File: config.mk
export PLATFORM = sky130hd
export DESIGN_NAME = operand_fetch
export DESIGN_NICKNAME = d
export VERILOG_FILES = /design/src/rtl/operand_fetch.sv
export SDC_FILE = /design/constraint.sdc
export NUM_CORES = 1
export LEC_CHECK = 0
export CELL_PAD_IN_SITES_DETAIL_PLACEMENT = 0
export CELL_PAD_IN_SITES_GLOBAL_PLACEMENT = 1
export CORE_MARGIN = 4
export CORE_UTILIZATION = 42
export CTS_CLUSTER_SIZE = 40
export DETAILED_ROUTE_END_ITERATION = 10
export PLACE_DENSITY = 0.83
export SYNTH_ARGS = -nofsm -noshare
export SYNTH_HDL_FRONTEND = slang
export SYNTH_SLANG_ARGS = --single-unit
File: constraint.sdc
create_clock -name clk -period 5.2 [get_ports clk]
set_clock_uncertainty 0.2 [all_clocks]
set_input_delay 1.04 -clock clk [delete_from_list [all_inputs] [get_ports clk]]
set_output_delay 1.04 -clock clk [all_outputs]
set_load 0.05 [all_outputs]
File: src/rtl/operand_fetch.sv
// operand_fetch: single-stage operand fetch with a register scoreboard.
//
// An instruction issued upstream is accepted into stage S2 when its source
// registers have no outstanding writer. Operands come from an external
// register file with a registered read address. A write-back landing on an
// S2 source is bypassed straight onto the operand outputs.
//
// Ports
//   clk, rst                     clock, asynchronous active-high reset
//   in_valid / in_ready          upstream issue handshake
//   in_src1, in_src2, in_dst     source / destination register numbers
//   in_dst_en                    issued instruction writes in_dst
//   out_valid / out_ready        downstream handshake
//   out_op1, out_op2             fetched operands
//   out_dst, out_dst_en          destination carried with the instruction
//   wb_en, wb_addr, wb_data      write-back bus
//   rf_rd_addr1/2, rf_stall      register-file read address and address hold
//   rf_rd_data1/2                register-file read data (one cycle after address)
//   rf_wen, rf_wr_addr, rf_wr_data  write-back forwarded to the register file
module operand_fetch #(
  parameter int REG_WIDTH  = 5,
  parameter int DATA_WIDTH = 4,
  parameter int ZERO_REG   = 1
) (
  input  logic                  clk,
  input  logic                  rst,
  input  logic                  in_valid,
  output logic                  in_ready,
  input  logic [REG_WIDTH-1:0]  in_src1,
  input  logic [REG_WIDTH-1:0]  in_src2,
  input  logic [REG_WIDTH-1:0]  in_dst,
  input  logic                  in_dst_en,
  output logic                  out_valid,
  input  logic                  out_ready,
  output logic [DATA_WIDTH-1:0] out_op1,
  output logic [DATA_WIDTH-1:0] out_op2,
  output logic [REG_WIDTH-1:0]  out_dst,
  output logic                  out_dst_en,
  input  logic                  wb_en,
  input  logic [REG_WIDTH-1:0]  wb_addr,
  input  logic [DATA_WIDTH-1:0] wb_data,
  output logic [REG_WIDTH-1:0]  rf_rd_addr1,
  output logic [REG_WIDTH-1:0]  rf_rd_addr2,
  output logic                  rf_stall,
  input  logic [DATA_WIDTH-1:0] rf_rd_data1,
  input  logic [DATA_WIDTH-1:0] rf_rd_data2,
  output logic                  rf_wen,
  output logic [REG_WIDTH-1:0]  rf_wr_addr,
  output logic [DATA_WIDTH-1:0] rf_wr_data
);

  localparam int NUM_REGS = 1 << REG_WIDTH;

  // Scoreboard: one bit per register, set while a writer is in flight.
  logic [NUM_REGS-1:0]   pending_reg;
  logic [NUM_REGS-1:0]   pending_next;

  logic                  s2_valid_reg;
  logic [REG_WIDTH-1:0]  s2_src1_reg;
  logic [REG_WIDTH-1:0]  s2_src2_reg;
  logic [REG_WIDTH-1:0]  s2_dst_reg;
  logic                  s2_dst_en_reg;

  logic                  hazard1;
  logic                  hazard2;
  logic                  hazard;
  logic                  accept;

  // Register 0 is hardwired to zero when ZERO_REG is set.
  function automatic logic is_zero_reg(input logic [REG_WIDTH-1:0] r);
    return (ZERO_REG != 0) && (r == '0);
  endfunction

  // A write-back arriving this cycle resolves the dependency: the register
  // file captures it at the same edge the reader is accepted, so the reader
  // sees the new value through the registered read path.
  assign hazard1 = pending_reg[in_src1] && !(wb_en && (wb_addr == in_src1))
                   && !is_zero_reg(in_src1);
  assign hazard2 = pending_reg[in_src2] && !(wb_en && (wb_addr == in_src2))
                   && !is_zero_reg(in_src2);
  assign hazard  = in_valid && (hazard1 || hazard2);

  assign in_ready = !rst && (!s2_valid_reg || out_ready) && !hazard;
  assign accept   = in_valid && in_ready;

  // Register-file read side: the address is captured only on accept, so the
  // file keeps presenting the S2 instruction's operands while S2 holds.
  assign rf_rd_addr1 = in_src1;
  assign rf_rd_addr2 = in_src2;
  assign rf_stall    = !accept;

  assign rf_wen     = wb_en;
  assign rf_wr_addr = wb_addr;
  assign rf_wr_data = wb_data;

  // Per-register next state. Setting takes priority over clearing so that
  // a new writer issued in the same cycle its predecessor retires keeps the
  // register marked busy.
  generate
    for (genvar gi = 0; gi < NUM_REGS; gi++) begin : g_pending
      localparam bit CAN_SET = !((ZERO_REG != 0) && (gi == 0));
      logic set_bit;
      logic clr_bit;
      assign set_bit = CAN_SET && accept && in_dst_en
                       && (in_dst == REG_WIDTH'(gi));
      assign clr_bit = wb_en && (wb_addr == REG_WIDTH'(gi));
      assign pending_next[gi] = set_bit ? 1'b1 :
                                clr_bit ? 1'b0 : pending_reg[gi];
    end
  endgenerate

  always_ff @(posedge clk or posedge rst) begin
    if (rst) begin
      pending_reg <= '0;
    end else begin
      pending_reg <= pending_next;
    end
  end

  // Stage S2.
  always_ff @(posedge clk or posedge rst) begin
    if (rst) begin
      s2_valid_reg  <= 1'b0;
      s2_src1_reg   <= '0;
      s2_src2_reg   <= '0;
      s2_dst_reg    <= '0;
      s2_dst_en_reg <= 1'b0;
    end else if (accept) begin
      s2_valid_reg  <= 1'b1;
      s2_src1_reg   <= in_src1;
      s2_src2_reg   <= in_src2;
      s2_dst_reg    <= in_dst;
      s2_dst_en_reg <= in_dst_en;
    end else if (out_ready) begin
      s2_valid_reg  <= 1'b0;
    end
  end

  assign out_valid  = s2_valid_reg;
  assign out_dst    = s2_dst_reg;
  assign out_dst_en = s2_dst_en_reg;

  // Operand select: zero register, then live write-back bypass, then file.
  always_comb begin
    out_op1 = rf_rd_data1;
    if (is_zero_reg(s2_src1_reg)) begin
      out_op1 = '0;
    end else if (wb_en && (wb_addr == s2_src1_reg)) begin
      out_op1 = wb_data;
    end
  end

  always_comb begin
    out_op2 = rf_rd_data2;
    if (is_zero_reg(s2_src2_reg)) begin
      out_op2 = '0;
    end else if (wb_en && (wb_addr == s2_src2_reg)) begin
      out_op2 = wb_data;
    end
  end

endmodule
Word level (Yosys, flattened, before mapping)
Index checks and enable logic that the tools add are counted.

Bits of input ports: 38. Logic and storage cells: 297. Register bits after elaboration: 48. Output and inout bits: 37.

Eq/ne operators: 66. $lt $le $gt $ge: 2. Reduce and logical (&&, ||, !) cells: 121. Muxes and demuxes: 72.

Operators by type and width (number): $eq A5 B5 Y1 const B (32); $eq A5 B4 Y1 const B (16); $logic_and A1 B1 Y1 (75); $mux W1 (66); $reduce_bool A2 Y1 (32); $eq A5 B3 Y1 const B (8); $eq A5 B2 Y1 const B (4); $eq A5 B5 Y1 (4); $logic_not A5 Y1 (4); $mux W4 (4); $lt A5 B6 Y1 const B (2); $bmux W1 S5 (2); $eq A5 B1 Y1 const B (2); $logic_not A1 Y1 (8); $logic_or A1 B1 Y1 (2).

Logic depth before layout (Yosys ltp)
Word-level depth: 13. Mapped depth: 10. Depth with buffers taken out: 6.

Worst setup path after synthesis
Ideal clock, no wire load.

Path kind: in2out. Start point: input port in_src2[1]. End point: output port in_ready. Required time: 3.960 ns. Data arrival time: 3.672 ns. Stages: 9. Path slack: 0.288 ns. Buffers on the path: 3. Cell sequence: buf_4 > buf_2 > mux4_2 > or3_1 > nand4_1 > o311a_1 > o21ai_2 > clkbuf_1 > a21boi_0.

Word-level cells in the longest chain between the ends: 9. Elaborated cells on any way between the ends: 13. Those cells by class: eq/ne: 1; mux: 2; reduce/logical: 10.

RTL lines: start, declared (RTL line 30) `input logic [REG_WIDTH-1:0] in_src2,`; branches (longest 4 deep; another with $bmux W1 S5); $logic_and A1 B1 Y1 * (RTL line 80) `&& !is_zero_reg(in_src2);`; $logic_or A1 B1 Y1 * (RTL line 81) `assign hazard = in_valid && (hazard1 || hazard2);`; $logic_and A1 B1 Y1 * (RTL line 81); $logic_not A1 Y1 * (RTL line 83) `assign in_ready = !rst && (!s2_valid_reg || out_ready) && !hazard;`; $logic_and A1 B1 Y1 * (RTL line 83); end, declared (RTL line 28) `output logic in_ready,`.

Mark *: on every way between the ends. The select of a mux whose other input is x is not followed.

Worst setup path after layout
Start point: input port in_src1[0]. End point: output port in_ready.

Word-level cells in the longest chain between the ends: 9. Elaborated cells on any way between the ends: 13. Those cells by class: eq/ne: 1; mux: 2; reduce/logical: 10.

RTL lines: start, declared (RTL line 29) `input logic [REG_WIDTH-1:0] in_src1,`; branches (longest 4 deep; another with $bmux W1 S5); $logic_and A1 B1 Y1 * (RTL line 78) `&& !is_zero_reg(in_src1);`; $logic_or A1 B1 Y1 * (RTL line 81); $logic_and A1 B1 Y1 * (RTL line 81); $logic_not A1 Y1 * (RTL line 83); $logic_and A1 B1 Y1 * (RTL line 83).

Marks and branches as above.

==> metrics.txt <==
cts hold-fix bufs=0; hold crit path type=reg -> reg; worst vdd ir=roughly 0.15 mV; Net Count, Synth=352; Worst EP required=3.96 ns; critical path class=in -> out; status=complete, no violations; largest net degree at the start of global routing=between 40 and 50; max reg flops=31; number of global-route vias before repair=2734; routability cong.=0.850; Hold Vio Cnt, Final=0; Net Sw Power=415 uW; reg-to-reg startpoint=pending_reg[19]; #FFs+latches synth=48; FP Rows=31; Die X-Extent=roughly 96 um; remaining antenna violation count=0; Static Leak=around 0.0016 uW; CTS tree=built; clock slew at the register clock pins of the worst setup and hold paths=about 0.090 ns; Seq/Total Area, Yosys=0.369; total power=roughly 1100 uW; R2R Path End=s2_src1_reg[4]; share of post-route cells with drive strength above 1=0.153; min Tclk post-route=approximately 4.9 ns; R2R depth=7; Vias=2728; die height=~96 um; via/cell ratio=between 5 and 6; Ports=75; fin crit share=0.938; PortBufs=74; Pwr per Cell Area=approximately 280 mW/mm2; mean post-synth cell area=10.4 um2; top-area cell type share of the netlist area=0.369; first-pass GRT wire length=around 14000 um; Pre-Repair DR Iteration Count=5; layout net count=397; power share of the combinational group=0.373; top cell type by total area after synthesis=dfrtp_1; slowest CP cell=clkdlybuf4s50_1; clock buffer depth=2; highest clock rate=just over 0.2 GHz; CTS Root Cell=clkbuf_8; Syn-to-layout area delta=23.0%; core footprint=about 0.0074 mm2; synth top area cells=dfrtp_1 (37%), mux4_2 (8.3%), o41ai_1 (5.9%), buf_4 (5.1%), o21ai_0 (4.8%); Final HPWL DP=~6600 um; Setup crit end=in_ready; Sw Ratio=0.365; Initial Utilization=0.439; Sum Neg Setup Slack=0 ns; Critical Path Start=in_src1[0]; Crit. End Element=primary output; final wirelength=around 8900 um; Post-synth ARST share=1.00; Mapped Cells=around 310; die area=roughly 0.0092 mm2; Post-CTS Setup Inserts=0; crit start category=input pin; Max Cap Violations=0; Post-CTS Resized=0; r2r setup slk=between 2 and 2.5 ns; Post-Syn Area=about 0.0033 mm2; Clock power frac=0.207; total CTS buffers=5; clk sink count=48; crit path max fanout=11; Pint=approximately 720 uW; Data arrival, critical path=around 3.6 ns; CP max stage delay=around 0.86 ns; H-tree depth=2; Synth Warn #=0; DR DRC count=0; insertion delay to the later sink of the worst-skew pair=0.30 ns; Final setup viols=0; all-layer global routing usage=0.203; ys flop type=dfrtp_1; Worst-Margin Slew=between 1 and 1.5 ns; Reg power frac=0.420; Netlist cell types=44; initial antenna violation count=0; total gr overflow=0; Diodes inserted=0; Post-synth EDFFs=0; RSZ-0062 raised after global routing=no; routed length per instance=approximately 19 um; fill count=around 680; Initial DRC Count=a little over 200; Max-slew headroom=0.321; fin. max-slew vios=0; crit path cell chain=clkdlybuf4s50_1 > mux2_2 > a2111oi_0 > nor4_1 > o21ai_1 > o21ai_2 > a21boi_0 > buf_4
-- kinds of logic (layout without fill, tap and decap cells) --
group,Yosys count,count (layout),share of synthesized area
compound gates,73,73,0.154
flops,48,48,0.369
xor+xnor,20,20,0.0538
mux,44,44,0.197
simple gates,79,79,0.135
buf+inv,50,96,0.0911
-- power by group through the flow --
stage	sequential [uW]	clock (uW)	combinational [uW]
after floorplan	517	0	259
after global placement	482	0	420
after detailed placement	483	0	425
after CTS	476	242	426
after global routing	485	260	453
final	477	236	424
-- cells in the mapped netlist, types with 2 or more instances --
master	n
a2111oi_0	2
and3_1	2
buf_2	3
buf_4	22
buf_6	3
clkbuf_1	17
dfrtp_1	48
inv_1	4
mux2_2	9
mux2_4	8
mux2i_1	15
mux4_2	12
nand2_1	14
nand2b_1	4
nand3_1	10
nand3b_1	7
nand4_1	2
nor2_1	13
nor2b_1	6
nor3b_1	2
nor4_1	5
o21ai_0	31
o31ai_1	9
o41ai_1	22
or2_2	3
or3_1	3
or3b_2	2
or4_1	2
xnor2_1	4
xor2_1	16
-- per-stage QoR --
step / utilization / cells / hold WS (ns) / area, um2 / setup slack [ns]
after floorplan: - / 314 / 0.278 / 3250 / 0.288
after global routing: 0.540 / 459 / 0.347 / 4000 / 0.0982
after detailed placement: 0.527 / 451 / 0.294 / 3910 / 0.312
after CTS: 0.540 / 459 / 0.328 / 4000 / 0.289
final: 0.540 / 459 / 0.322 / 4000 / 0.325
after global placement: 0.527 / 451 / 0.290 / 3910 / 0.377
-- worst min-delay path by stage --
| stage | startpoint | to | slack (ns) | depth (start not counted) |
|---|---|---|---|---|
| after floorplan | pending_reg[4] | pending_reg[4] | 0.28 | 2 |
| after global placement | out_dst[3] | out_dst[3] | 0.29 | 1 |
| after detailed placement | out_dst_en | out_dst_en | 0.29 | 1 |
| after CTS | out_dst[4] | out_dst[4] | 0.33 | 1 |
| after global routing | out_dst[4] | out_dst[4] | 0.35 | 1 |
| final | out_dst[4] | out_dst[4] | 0.32 | 1 |
-- metal layers --
layer,routed length [um],vias to the layer above,GRT usage,share of wire
met4,88,0,0.0604,0.0099
met2,4140,133,0.336,0.46
met1,3810,1337,0.269,0.43
li1,-,1250,-,-
met5,0,-,0,0
met3,864,8,0.0375,0.097
-- worst max-delay path: cells and delay by family --
family                 cells  cell delay (ns)
and+or+nand+nor            1             0.10
buffers and inverters      2             1.09
AOI/OAI and AO/OA          4             1.00
muxes                      1             0.40
-- cell type report --
cell class	count	area [um2]	share of cell area
inverters	4	15.0	0.00375
flip-flops and latches	48	1200	0.300
clock inverters	1	7.51	0.00188
multi-input cells	216	1760	0.439
repair buffers	84	811	0.203
clock buffers	7	86.3	0.0216
well taps	99	124	0.0310
-- cells in the final DEF, fill, tap and decap left out, types with 7 or more instances in the layout --
cell type	instances
buf_4	12
clkdlybuf4s50_1	72
dfrtp_1	48
mux2_2	9
mux2_4	8
mux2i_1	15
mux4_2	12
nand2_1	14
nand3_1	10
nand3b_1	7
nor2_1	13
o21ai_0	31
o31ai_1	9
o41ai_1	22
xor2_1	16
Power figures use the tool's default switching activity.
